### src/rtl/ahfp_accum_stream.sv
// ahfp_accum_stream: streaming IEEE-754 single-precision accumulator that drives an external pipelined FP adder.
// Latency: out_valid rises LATENCY*LATENCY+2 cycles after the in_last accept (51 for LATENCY=7).
// Backpressure: in_ready is high only while accumulating; the result is held in DONE until out_ready.
//
// Ports:
//   clk, reset           clock, synchronous active-high reset
//   in_valid/in_ready    input word handshake; in_data operand, in_last marks the final word of a frame
//   out_valid/out_ready  result handshake; out_data is the frame sum
//   add_a/add_b          operands to the external adder (combinational, zero when not issuing)
//   add_res              adder result, LATENCY cycles after the operands were presented
module ahfp_accum_stream #(
  parameter int LATENCY = 7,
  parameter int SLOT_W  = 3
) (
  input  logic        clk,
  input  logic        reset,
  input  logic        in_valid,
  output logic        in_ready,
  input  logic [31:0] in_data,
  input  logic        in_last,
  output logic        out_valid,
  input  logic        out_ready,
  output logic [31:0] out_data,
  output logic [31:0] add_a,
  output logic [31:0] add_b,
  input  logic [31:0] add_res
);

  typedef enum logic [1:0] {ACC, WAIT, DRAIN, DONE} state_t;

  localparam logic [SLOT_W-1:0] SLOT_MAX = SLOT_W'(LATENCY - 1);
  localparam logic [SLOT_W-1:0] IDX_ONE  = SLOT_W'(1);
  localparam logic [SLOT_W:0]   DCNT_LAT = (SLOT_W + 1)'(LATENCY);
  localparam logic [SLOT_W:0]   DCNT_ONE = (SLOT_W + 1)'(1);

  state_t             r_state;
  state_t             w_state_nxt;
  logic [SLOT_W-1:0]  r_slot;
  logic [LATENCY-1:0] r_fl;                  // one bit per adder stage: result in flight
  logic [31:0]        r_partial [LATENCY];   // one partial sum per adder slot
  logic [SLOT_W-1:0]  r_idx;                 // next partial to fold in during DRAIN
  logic [SLOT_W:0]    r_dcnt;                // cycles since the last DRAIN issue
  logic [31:0]        r_out_data;

  logic               w_accept;
  logic [31:0]        w_cur;
  logic               w_first;
  logic               w_capture;
  logic               w_final;
  logic [SLOT_W-1:0]  w_idx_nxt;
  logic               w_acc_phase;

  assign in_ready    = (r_state == ACC);
  assign out_valid   = (r_state == DONE);
  assign out_data    = r_out_data;
  assign w_accept    = in_valid & in_ready;
  assign w_acc_phase = (r_state == ACC) || (r_state == WAIT);

  // The slot period equals the adder latency, so a result always lands back on
  // the slot that issued it; when it lands it supersedes the stale stored value.
  assign w_cur = r_fl[LATENCY-1] ? add_res : r_partial[r_slot];

  // DRAIN: first cycle folds partial[0] with partial[1]; afterwards each add is
  // captured exactly LATENCY cycles after issue and the next one chains off add_res.
  assign w_first   = (r_state == DRAIN) && (r_dcnt == '0);
  assign w_capture = (r_state == DRAIN) && (r_dcnt == DCNT_LAT);
  assign w_final   = w_capture && (r_idx == SLOT_MAX);
  assign w_idx_nxt = r_idx + IDX_ONE;

  always_comb begin
    w_state_nxt = r_state;
    add_a       = 32'h0;
    add_b       = 32'h0;
    case (r_state)
      ACC: begin
        if (w_accept) begin
          add_a = in_data;
          add_b = w_cur;
          if (in_last) w_state_nxt = WAIT;
        end
      end
      WAIT: begin
        // Only the oldest stage may still be set; it is written back this cycle,
        // so every partial is settled by the first DRAIN cycle.
        if (r_fl[LATENCY-2:0] == '0) w_state_nxt = DRAIN;
      end
      DRAIN: begin
        if (w_first) begin
          add_a = r_partial[0];
          add_b = r_partial[r_idx];
        end else if (w_capture) begin
          if (w_final) begin
            w_state_nxt = DONE;
          end else begin
            add_a = add_res;
            add_b = r_partial[w_idx_nxt];
          end
        end
      end
      DONE: begin
        if (out_ready) w_state_nxt = ACC;
      end
      default: w_state_nxt = ACC;
    endcase
  end

  always_ff @(posedge clk) begin
    if (reset) begin
      r_state    <= ACC;
      r_slot     <= '0;
      r_fl       <= '0;
      r_idx      <= '0;
      r_dcnt     <= '0;
      r_out_data <= 32'h0;
      for (int i = 0; i < LATENCY; i++) r_partial[i] <= 32'h0;
    end else begin
      r_state <= w_state_nxt;
      r_fl    <= {r_fl[LATENCY-2:0], w_accept};

      if (w_acc_phase) begin
        r_slot <= (r_slot == SLOT_MAX) ? '0 : r_slot + IDX_ONE;
        // An accepted word keeps the slot value in flight; only a returning
        // result with nothing new to add is parked in the partial array.
        if (!w_accept && r_fl[LATENCY-1]) r_partial[r_slot] <= add_res;
      end

      if (r_state == WAIT) begin
        r_dcnt <= '0;
        r_idx  <= IDX_ONE;
      end else if (r_state == DRAIN) begin
        if (w_capture) begin
          r_dcnt <= DCNT_ONE;
          r_idx  <= w_idx_nxt;
        end else begin
          r_dcnt <= r_dcnt + DCNT_ONE;
        end
        if (w_final) r_out_data <= add_res;
      end

      if ((r_state == DONE) && out_ready) begin
        r_slot <= '0;
        for (int i = 0; i < LATENCY; i++) r_partial[i] <= 32'h0;
      end
    end
  end

endmodule

### config.mk
export PLATFORM = sky130hd
export DESIGN_NAME = ahfp_accum_stream
export DESIGN_NICKNAME = d
export VERILOG_FILES = /design/src/rtl/ahfp_accum_stream.sv
export SDC_FILE = /design/constraint.sdc
export NUM_CORES = 1
export LEC_CHECK = 0
export CORE_MARGIN = 1
export CORE_UTILIZATION = 60
export CTS_CLUSTER_DIAMETER = 40
export DETAILED_ROUTE_END_ITERATION = 8
export PLACE_DENSITY_LB_ADDON = 0.05
export SETUP_SLACK_MARGIN = 0.02
export SLEW_MARGIN = 25
export SYNTH_ARGS = -nofsm -noshare
export SYNTH_HDL_FRONTEND = slang
export SYNTH_SLANG_ARGS = --single-unit
export TNS_END_PERCENT = 10
### constraint.sdc
create_clock -name clk -period 7.8 [get_ports clk]
set_input_delay 1.17 -clock clk [delete_from_list [all_inputs] [get_ports clk]]
set_output_delay 1.17 -clock clk [all_outputs]
set_load 0.1 [all_outputs]
# ---- Word level (Yosys, flattened, before mapping)
# Memory sizes are Yosys's and may differ from the RTL's. A register that Yosys moved wholly into a read port is not among the register bits.
# Index checks and enable logic that the tools add are counted.
dict set report op_classes {
  addsub 3
  eq_ne 13
  n_mux 45
  n_bitwise 9
  n_reduce_logical 19
}
# op count
set op_table {}
lappend op_table {{$mux 32} 17}
lappend op_table {{$pmux 32 s2} 2}
lappend op_table {{$reduce_or 32->1} 1}
lappend op_table {{$mux 2} 7}
lappend op_table {{$mux 1} 13}
lappend op_table {{$mux 3} 4}
lappend op_table {{$ne 2x1->1 const B} 4}
lappend op_table {{$pmux 2 s4} 1}
lappend op_table {{$or 1x1->1} 7}
lappend op_table {{$reduce_and 7->1} 1}
lappend op_table {{$add 3x1->3 const B} 2}
lappend op_table {{$eq 3x3->1 const B} 2}
lappend op_table {{$logic_not 6->1} 1}
lappend op_table {{$ne 2x2->1 const B} 3}
lappend op_table {{$logic_and 1x1->1} 5}
lappend op_table {{$add 4x1->4 const B} 1}
lappend op_table {{$eq 2x2->1 const B} 2}
lappend op_table {{$eq 4x3->1 const B} 1}
lappend op_table {{$logic_not 4->1} 1}
lappend op_table {{$mux 4} 1}
lappend op_table {{$reduce_and 2->1} 2}
lappend op_table {{$reduce_bool 2->1} 2}
lappend op_table {{$reduce_or 2->1} 2}
lappend op_table {{$reduce_and 3->1} 1}
lappend op_table {{6 further kinds} 6}
dict set report totals {
  register_bits 51
  ram_bits 224
  inputBits 69
  out_inout_bits 98
  elab_cells 97
  n_memories 1
}
# name depth width read_ports rd_clocked_by_memory_dff write_ports line
set mem_list {}
lappend mem_list {r_partial 7 32 4 1 7 40} ;# logic [31:0] r_partial [LATENCY];

# ---- Longest topological paths before layout
dict set report logic_depth {
  ltp_word 10
  depth_mapped 10
  depth_no_buf 7
}

# ---- Worst setup path before layout
# No wires, ideal clock.
dict set report synth_timing {
  path_type {register -> register}
  startpoint {reg r_state[0]}
  endpoint {mem r_partial[4][0] (enable)}
  setup_ns 0.470
  t_arrival_ns 4.563
  required_time_ns 7.330
  slack_ns 2.767
  stages_incl_launch_ff 8
  n_path_buf 1
  synth_period_minus_slack_ns 5.033
  cell_sequence {dfxtp_1 -> inv_1 -> ha_1 -> mux2i_1 -> nor3b_1 -> nand2_1 -> clkbuf_1 -> o31ai_1}
}
# element line
set synth_lines {}
lappend synth_lines {{from (decl)} 36} ;# state_t r_state;
lappend synth_lines {{from (signal assigned)} 117} ;# r_state <= w_state_nxt;
lappend synth_lines {{to (decl)} 40}

# ---- Final worst setup path
dict set report layout_timing {
  startpoint {reg r_idx[0]}
  endpoint {out add_b[21]}
}
dict set report layout_between {
  elab_chain_cells 6
  elab_cells_between_ends 8
  cone_classes {add/sub (1); eq/ne (1); mux (4); reduce/logical (1); memory (1)}
}
# element line
set layout_lines {}
lappend layout_lines {{from (decl)} 41} ;# logic [SLOT_W-1:0] r_idx;
lappend layout_lines {{from (signal assigned)} 133} ;# r_idx <= w_idx_nxt;
lappend layout_lines {{$add 3x1->3 or $eq 3x3->1 (tied branches)} {68, 67}}
lappend layout_lines {{$mem_v2 7x32 or $logic_and 1x1->1 (tied branches)} -}
lappend layout_lines {{$mux 32} 92} ;# if (w_final) begin
lappend layout_lines {{$mux 32} 91} ;# end else if (w_capture) begin
lappend layout_lines {{$mux 32 (*)} 88} ;# if (w_first) begin
lappend layout_lines {{$pmux 32 s2 (*)} 74} ;# case (r_state)
lappend layout_lines {{to (decl)} 25} ;# output logic [31:0] add_b,
# Every way passes the cells marked *; elsewhere a longest branch is shown, timed or not.

==> flow_summary.toml <==
[layout]
stdcell_count = 2135
syn_to_final_growth_pct = 17.7
finalNetCount = 1792
diodes = 0
drive_gt1_share_pct = 16.2

[place]
dp_hpwl_um = 35300
port_buffers = 166
dp.cells = 2064
globalplace.congestion = 0.907

[synth]
ys_warn_count = 0
synth_nets = 1724
synth_top_area_share_pct = 42.3
synth_edf_count = 256
ys_ff_latch = 310
synth_top_area_cell = "edfxtp_1"
ys_types = 43
ys_async_sr_fraction_pct = 0
yosysMostFrequentCell = "nand2_1"
postSynthCellCount = 1647
synth_ff_type = "edfxtp_1"
synth.top_cells.by_count = "nand2_1 (268), edfxtp_1 (256), nor3_1 (152)"
synth_area_mm2 = 0.0182
synthTopCellsByArea = "edfxtp_1 (42%), mux4_2 (16%), dfxtp_1 (5.9%), nand2_1 (5.5%), nor3_1 (4.2%)"
yosysSeqAreaShare_pct = 48.2
avgSynthCellArea_um2 = 11.0

[detailed_routing]
wl_met3_um = 8560
ant_nets = 0
first_pass_iters = 9
viasPerCell = 7.50
drc = 0
vias = 16000
avgRoutedWirePerCell_um = 29.0
drtIter0Drc = 2359
wl_met2_um = 28800
wirelength_met1_um = 21800
wl_um = 61800
top_layer = "met4"

[floorplanning]
io_pins = 167
die_y_um = 176
core-area_mm2 = 0.0297
die_x_um = 176
die_area_mm2 = 0.0310
rows = 63
start_util_pct = 61.2

[grt]
grt_pass1_vias = 15600
track_usage_pct = 40.0
grt_max_degree = 77
antenna_found_initial = 0
grt-ovfl-total = 0
grt_first_pass_wirelength_um = 92500

[critical_path]
crit_required_ns = 6.63
end_kind = "output pin"
reg2reg_from = "r_fl[6]"
cp-start-kind = "flop"
crit_path_top_delay_cell = "clkdlybuf4s50_1"
cp_max_fo = 37
worstPathArrival_ns = 4.97
slowest_delay_ns = 1.19
crit_start = "r_idx[0]"
path_cells = "inv_1, ha_4, buf_4, mux2i_1, a22oi_1, nand4_1, o211ai_1, clkdlybuf4s50_1"
crit_family = "buffers and inverters"
cp_num_buf_inv = 3
critPathKind = "reg -> out"

[power_and_ir_drop]
p_total_uw = 6930
p_per_area_mw_per_mm2 = 324
switching_share_pct = 44.5
internal_power_uw = 3850
leakage_uw = 0.00722
ir_worst_vdd_uv = 320
p_switching_uw = 3090
power.share.clock_pct = 26.7
seq_power_share_pct = 30.3
combPwrFrac_pct = 43.0

[clock_network]
numCtsBuffers = 39
cts_tree = "yes"
clock-sinks = 310
root_buffer = "clkbuf_16"
ctsResizeCount = 0
worstSkewPairLatency_ns = 0.53
clk_pin_slew_ns = 0.06
clock_path_buffers = 3
cts.htree.levels = 2
postCtsSetupBuffers = 0
cts_hold_buf = 0

[timing]
setup_viol = 0
rsz0062_at_grt = "no"
max_freq_mhz = 163
finalCritPeriodShare_pct = 78.7
period_needed_ns = 6.14
clock_skew_ns = 0.0190
worst_pin_slew_ns = 1.13
hold_violations = 0
slew_headroom_pct = 24.7
finalSetupTns_ns = 0
maxSlewViolCount = 0

[run]
drv_cap = 0

[hold_path]
hold_path.class = "reg -> reg"
hp-start = "out_data[9]"

[status]
outcome = "complete, no violations"
## path summary, 6_finish.rpt
check / endpoint / slack [ns] / depth (start not counted)
max: add_b[21] / 1.66 / 8
max reg2reg: r_partial[2][1] / 3.54 / 5
min: out_data[9] / 0.45 / 2
min reg2reg: out_data[9] / 0.45 / 2
## power groups by stage
| stage | Combinational, uW | Sequential (uW) | Clock [uW] |
|---|---|---|---|
| final | 2980 | 2100 | 1850 |
| after global routing | 3070 | 2110 | 1910 |
| after floorplan | 2290 | 1950 | 0 |
| after detailed placement | 2920 | 2120 | 0 |
| after CTS | 2930 | 2090 | 1840 |
| after global placement | 2900 | 2120 | 0 |
## flip-flops by register name (all words and copies together), names as in the netlist, named ones only
register and flops:
r_fl 7, r_state 2, r_partial 256, out_data 32
r_dcnt 4, r_idx 3, r_slot 3
## layer usage
| layer | vias to the layer above | track usage [%] |
|---|---|---|
| met5 | - | 0 |
| met4 | 0 | 16.7 |
| met3 | 261 | 8.89 |
| met2 | 1443 | 62.9 |
| met1 | 7777 | 54.1 |
| li1 | 6534 | - |
## layout make-up
type	instances	area, um^2
sequential	310	8790
inverter	39	146
clock inverter	20	210
timing repair buffer	203	1940
tap	390	488
multi-input combinational	1122	8710
clock buffer	51	1140
fill	2078	8300
## metrics by stage
| stage | instance area (um^2) | hold WS, ns | setup WS (ns) | utilization, % |
|---|---|---|---|---|
| final | 21400 | 0.453 | 1.66 | 72.1 |
| after floorplan | 18200 | 0.439 | 2.77 | - |
| after global placement | 20000 | 0.442 | 2.39 | 67.4 |
| after detailed placement | 20100 | 0.447 | 2.31 | 67.5 |
| after CTS | 21400 | 0.454 | 1.73 | 72.0 |
| after global routing | 21400 | 0.485 | 1.45 | 72.1 |
## cells in the final DEF (no fill, tap or decap), types with 3 or more instances in the layout
cell type	instances
nand2_1	265
edfxtp_1	256
clkdlybuf4s50_1	165
nor3_1	152
mux4_2	128
mux2i_1	67
a21oi_1	66
nand3_1	65
o22ai_1	64
a22oi_1	64
nor4_1	64
dfxtp_1	48
clkbuf_16	43
inv_1	39
buf_4	36
nand4_1	34
o211ai_1	32
o21ai_0	31
nor2_1	12
nor3_2	10
nor2b_1	8
ha_1	7
o21ai_1	6
clkinv_2	6
o21ai_4	5
clkinvlp_4	5
clkbuf_1	5
dfxtp_4	4
xor2_1	3
clkbuf_8	3
inv_6	3
bufinv_16	3
clkinv_4	3
## cell families (layout without fill, tap and decap cells)
kind of cell | count (synthesis) | count (layout) | share of synthesized area, %
AND/OR/NAND/NOR | 636 | 636 | 16.8
flip-flops | 310 | 310 | 48.2
AO/OA/AOI/OAI | 278 | 278 | 9.62
buffers and inverters | 215 | 313 | 5.05
multiplexers | 195 | 195 | 19.5
adder cells (fa/ha/maj) | 8 | 8 | 0.550
XOR/XNOR | 5 | 5 | 0.241
## worst reg2reg max path, cell delays in order, from the launching register on
cell and delay, ns:
dfxtp_1 0.76, buf_4 0.60, nor3b_1 0.61, nand2b_4 0.57, o21ai_4 0.89, buf_4 0.49
Power figures use the tool's default switching activity.
